==> config.mk <==
export PLATFORM = sky130hd
export DESIGN_NAME = branch_target_buffer
export DESIGN_NICKNAME = d
export VERILOG_FILES = /design/src/rtl/branch_target_buffer.sv
export SDC_FILE = /design/constraint.sdc
export NUM_CORES = 1
export LEC_CHECK = 0
export BUFFER_PORTS_ARGS = -buffer_cell sky130_fd_sc_hd__buf_2
export CORE_UTILIZATION = 55
export CTS_CLUSTER_SIZE = 8
export DETAILED_ROUTE_END_ITERATION = 16
export PLACE_DENSITY = 0.72
export SLEW_MARGIN = 40
export SYNTH_ARGS = -nofsm -noshare
export SYNTH_HDL_FRONTEND = slang
export SYNTH_SLANG_ARGS = --single-unit
export TNS_END_PERCENT = 30
==> constraint.sdc <==
create_clock -name clk -period 5.2 [get_ports clk]
set_input_delay 1.04 -clock clk [delete_from_list [all_inputs] [get_ports clk]]
set_output_delay 1.04 -clock clk [all_outputs]
set_load 0.03 [all_outputs]
==> src/rtl/branch_target_buffer.sv <==
// Direct-mapped branch target buffer: combinational lookup on the fetch PC, registered training
// from resolved branches, multi-cycle invalidate sweep. Define BTB_2BIT_PRED_EN for 2-bit counters.
module branch_target_buffer #(
    parameter int unsigned ENTRIES = 16,
    parameter int unsigned TAG_W   = 6,
    parameter int unsigned XLEN    = 32
) (
    input  logic            clk,
    input  logic            rst_n,
    input  logic [XLEN-1:0] if_pc_i,
    output logic            hit_o,
    output logic            pred_taken_o,
    output logic [XLEN-1:0] pred_target_o,
    input  logic            upd_valid_i,
    input  logic [XLEN-1:0] upd_pc_i,
    input  logic            upd_taken_i,
    input  logic [XLEN-1:0] upd_target_i,
    input  logic            flush_i,
    output logic            busy_o
);

    localparam int unsigned IDX_W = $clog2(ENTRIES);

    typedef enum logic [0:0] {StIdle, StSweep} state_e;

    state_e             state_q, state_d;
    logic [IDX_W-1:0]   cnt_q, cnt_d;
    logic [ENTRIES-1:0] valid_q, valid_d;
    logic [TAG_W-1:0]   tag_q [ENTRIES];
    logic [TAG_W-1:0]   tag_d [ENTRIES];
    logic [XLEN-1:0]    ta_q  [ENTRIES];
    logic [XLEN-1:0]    ta_d  [ENTRIES];
`ifdef BTB_2BIT_PRED_EN
    logic [1:0]         ctr_q [ENTRIES];
    logic [1:0]         ctr_d [ENTRIES];
`else
    logic [ENTRIES-1:0] t_q, t_d;
`endif

    logic [IDX_W-1:0] lk_idx, up_idx;
    logic [TAG_W-1:0] lk_tag, up_tag;
    logic             lk_taken_bit;
    logic             upd_hit;

    assign lk_idx = if_pc_i[IDX_W+1:2];
    assign lk_tag = if_pc_i[IDX_W+TAG_W+1:IDX_W+2];
    assign up_idx = upd_pc_i[IDX_W+1:2];
    assign up_tag = upd_pc_i[IDX_W+TAG_W+1:IDX_W+2];

    // Byte offset and PC bits above the tag do not take part in indexing or matching.
    logic unused_pc_bits;
    assign unused_pc_bits = ^{if_pc_i[XLEN-1:IDX_W+TAG_W+2], if_pc_i[1:0],
                              upd_pc_i[XLEN-1:IDX_W+TAG_W+2], upd_pc_i[1:0]};

`ifdef BTB_2BIT_PRED_EN
    assign lk_taken_bit = ctr_q[lk_idx][1];
`else
    assign lk_taken_bit = t_q[lk_idx];
`endif

    always_comb begin
        busy_o        = (state_q == StSweep);
        hit_o         = valid_q[lk_idx] && (tag_q[lk_idx] == lk_tag) && !busy_o;
        pred_taken_o  = hit_o && lk_taken_bit;
        pred_target_o = pred_taken_o ? ta_q[lk_idx] : (if_pc_i + XLEN'(4));
        upd_hit       = valid_q[up_idx] && (tag_q[up_idx] == up_tag);
    end

    always_comb begin
        state_d = state_q;
        cnt_d   = cnt_q;
        valid_d = valid_q;
        tag_d   = tag_q;
        ta_d    = ta_q;
`ifdef BTB_2BIT_PRED_EN
        ctr_d   = ctr_q;
`else
        t_d     = t_q;
`endif
        unique case (state_q)
            StIdle: begin
                // Flush has priority; a coincident update is dropped.
                if (flush_i) begin
                    state_d = StSweep;
                    cnt_d   = '0;
                end else if (upd_valid_i) begin
                    if (upd_hit) begin
                        if (upd_taken_i) begin
                            ta_d[up_idx] = upd_target_i;
                        end
`ifdef BTB_2BIT_PRED_EN
                        if (upd_taken_i) begin
                            ctr_d[up_idx] = (ctr_q[up_idx] == 2'b11) ? 2'b11
                                                                     : ctr_q[up_idx] + 2'b01;
                        end else begin
                            ctr_d[up_idx] = (ctr_q[up_idx] == 2'b00) ? 2'b00
                                                                     : ctr_q[up_idx] - 2'b01;
                        end
`else
                        t_d[up_idx] = upd_taken_i;
`endif
                    end else if (upd_taken_i) begin
                        valid_d[up_idx] = 1'b1;
                        tag_d[up_idx]   = up_tag;
                        ta_d[up_idx]    = upd_target_i;
`ifdef BTB_2BIT_PRED_EN
                        ctr_d[up_idx]   = 2'b10;
`else
                        t_d[up_idx]     = 1'b1;
`endif
                    end
                end
            end
            StSweep: begin
                valid_d[cnt_q] = 1'b0;
                cnt_d          = cnt_q + IDX_W'(1);
                if (flush_i) begin
                    cnt_d = '0;
                end else if (cnt_q == IDX_W'(ENTRIES - 1)) begin
                    state_d = StIdle;
                end
            end
            default: state_d = StIdle;
        endcase
    end

    always_ff @(posedge clk or negedge rst_n) begin
        if (!rst_n) begin
            state_q <= StIdle;
            cnt_q   <= '0;
            valid_q <= '0;
`ifdef BTB_2BIT_PRED_EN
            for (int i = 0; i < ENTRIES; i++) ctr_q[i] <= 2'b00;
`else
            t_q     <= '0;
`endif
            for (int i = 0; i < ENTRIES; i++) begin
                tag_q[i] <= '0;
                ta_q[i]  <= '0;
            end
        end else begin
            state_q <= state_d;
            cnt_q   <= cnt_d;
            valid_q <= valid_d;
            tag_q   <= tag_d;
            ta_q    <= ta_d;
`ifdef BTB_2BIT_PRED_EN
            ctr_q   <= ctr_d;
`else
            t_q     <= t_d;
`endif
        end
    end

endmodule

==> results.md <==
* DRC at 0
* Via count at 19.8k
* Vias in the first global route at 21.0k
* Root cell of the clock tree: clkbuf_16
* Hold-fix buffers at CTS at 0
* Finished Core Util at 0.626
* Syn_nets at 2343
* Share of cells above drive strength 1 at 0.460
* Final WL at 82100 um
* Vias/cell at 6.40
* Post-layout min period at 5.01 ns
* Fmax at 200 MHz
* Initial Utilization at 0.556
* HP Class: primary input to asynchronous set/reset pin
* Worst-margin pin slew at 0.835 ns
* Cts bufs inserted at 90
* Die ar. at 57900 um2
* Dpl cells at 2996
* Crit path kind: primary input to primary output
* Die X at 241 um
* Final GP Congestion at 0.833
* Commonest non-fill, non-tap cell in the layout: dfrtp_1
* Final Hold Viols at 0
* Mapped Area at 31300 um2
* Routed wl met2 at 40300 um
* Reg-to-reg critical path startpoint: busy_o
* GR Overflow Total at 0
* P per Cell Area at 310 nW/um2
* Worst path required time at 4.16 ns
* Aggregate global-route resource usage at 0.297
* Final Setup Violations at 0
* Total Neg Setup Slack at 0 ns
* Clk_lat worst skew at 0.63 ns
* Nets@finish at 2438
* RSZ-0062 raised after global routing: no
* Crit. End Element: primary output
* Largest net degree at the start of global routing at 128
* CORE AREA at 56300 um2
* Biggest area consumer among synthesized cells: dfrtp_1
* Post-synth top area share at 0.516
* Setup Skew at 0.0131 ns
* Synth warnings at 0
* WL met1 at 34500 um
* Post-cts sizing count at 0
* Max Fanout on Critical Path at 34
* R2r endpoint: tag_q[56]
* Post-synth EDFFs at 0
* Antenna viol nets, final at 0
* Top_reg_cell synth: dfrtp_1
* Metal3 WL at 4860 um
* # fillers at 4081
* DRT Pass-1 Iters at 5
* Mapped Avg Cell Area at 14.0 um2
* VDD IR-drop max at 0.328 mV
* Most frequent cells in the layout: dfrtp_1 (645), mux2_2 (562), nand2_1 (312)
* Maximum root-to-sink buffer count at 3
* Post-Syn Instances at 2237
* Area growth, synth to finish at 12.6%
* Die Span Y at 241 um
* Sequential cell area fraction in the yosys report at 0.516
* Global-route wire length before repair at 128000 um
* Highest routed layer: met5
* WHS at 0.370 ns
* Slew Viols, Final at 0
* Max Cap Violations at 0
* CTS tree: done
* CTS sink count at 645
* Clock Pin Slew Worst Setup and Hold Paths at 0.05 ns
* Leakage at 0.0172 uW
* I/O Buffers at 113
* Arrival time worst endpoint at 3.97 ns
* IO Pins at 136
* Row count at 87
* Worst setup startpoint: if_pc_i[3]
* FF-to-FF setup slack at 1.85 ns
* H-tree depth at 3
* Status: completed
* Synth cell types at 50
* Async S/R FF share, synth at 1.00
* Avg WL per Cell at 26.5 um
* Setup Buffers After CTS at 0
* Hpwl dp at 47400 um
* DR iter-0 viols at 1574
* Startpoint type of the worst setup path: primary input
* Top cells by area in the synthesized netlist: dfrtp_1 (52%), mux2_2 (20%), mux4_2 (14%)
* Relative slew slack at 0.444
* Reg2Reg Depth at 8
* Tcrit/Tclk final at 0.964
* #FFs+latches synth at 645
* Initial antenna violation count at 6
* Non-Filler Instances at 3098
## routing by layer
layer / vias to the layer above / global-route usage
met1: 10600 / 0.418
li1: 8284 / -
met3: 178 / 0.0507
met2: 714 / 0.473
met4: 6 / 0.0992
met5: - / 0
## worst max-delay path: stages
cell	delay, ns
clkbuf_8	0.33
buf_4	0.55
mux4_2	0.41
mux4_2	0.53
nand4_1	0.16
buf_12	0.28
mux2_2	0.41
buf_2	0.19
## Yosys cell counts (2+ instances only)
| library cell | instances |
|---|---|
| mux2_2 | 562 |
| buf_4 | 5 |
| nor4b_1 | 4 |
| inv_1 | 10 |
| o21ai_1 | 4 |
| dfrtp_1 | 645 |
| nor2_1 | 38 |
| o22ai_1 | 9 |
| mux2i_1 | 32 |
| nor3_1 | 17 |
| mux4_2 | 201 |
| and4_1 | 3 |
| nor2b_1 | 4 |
| buf_6 | 2 |
| a21oi_4 | 7 |
| or2_2 | 2 |
| nand2_1 | 323 |
| nand2b_1 | 7 |
| a21o_1 | 4 |
| a21oi_1 | 33 |
| o22a_1 | 5 |
| and2_1 | 3 |
| and3_1 | 3 |
| a21boi_4 | 2 |
| clkbuf_1 | 135 |
| nand4_1 | 8 |
| nor4_1 | 13 |
| a22oi_1 | 4 |
| xor2_1 | 22 |
| a22o_1 | 3 |
| buf_2 | 14 |
| or3_1 | 4 |
| nor3b_1 | 2 |
| o21ai_0 | 16 |
| ha_1 | 5 |
| mux4_1 | 4 |
| nand3_1 | 20 |
| xnor2_1 | 30 |
| buf_1 | 21 |
## state kept, by name, summed over array words and instances, names as in the netlist
register  cells
ta_q        512
tag_q        96
t_q          16
valid_q      16
cnt_q         4
busy_o        1
## per-stage QoR
step | area, um2 | power [uW] | worst slack [ns]
global placement | 32800 | 5850 | 0.230
floorplan | 31300 | 5580 | 0.446
detailed placement | 32900 | 5870 | 0.200
finish | 35300 | 10900 | 0.188
global route | 35200 | 11300 | 0.123
CTS | 35200 | 11000 | 0.181
## how the worst max path moves through the flow
stage          slack [ns]                 to
6_report             0.19  pred_target_o[29]
5_1_grt              0.12  pred_target_o[29]
4_1_cts              0.18  pred_target_o[29]
3_5_place_dp         0.20  pred_target_o[18]
3_3_place_gp         0.23  pred_target_o[18]
2_1_floorplan        0.45   pred_target_o[0]
## kinds of logic (layout without fill, tap and decap cells)
group / count (synthesis) / in the layout / share of synthesized area
compound gates: 93 / 93 / 0.0215
xor+xnor: 52 / 52 / 0.0145
fa+ha+maj: 5 / 5 / 0.00200
buf+inv: 191 / 291 / 0.0255
flops: 645 / 645 / 0.516
mux: 799 / 799 / 0.360
other cells: 0 / 5 / 0
simple gates: 452 / 452 / 0.0607
## where the power goes
part | internal [uW] | total (uW) | switching [uW]
logic | 240 | 676 | 436
clock network | 3080 | 5140 | 2060
registers | 5080 | 5110 | 32.3
## cell type report
cell class | instances | area (um2) | area share
repair buffers | 183 | 1270 | 0.0361
multi-input cells | 1401 | 14500 | 0.410
inverters | 11 | 41.3 | 0.00117
diodes | 5 | 12.5 | 0.000355
flip-flops and latches | 645 | 16100 | 0.458
clock buffers | 93 | 2290 | 0.0651
clock inverters | 4 | 78.8 | 0.00224
well taps | 756 | 946 | 0.0268
(Power assumes the default switching activity.)
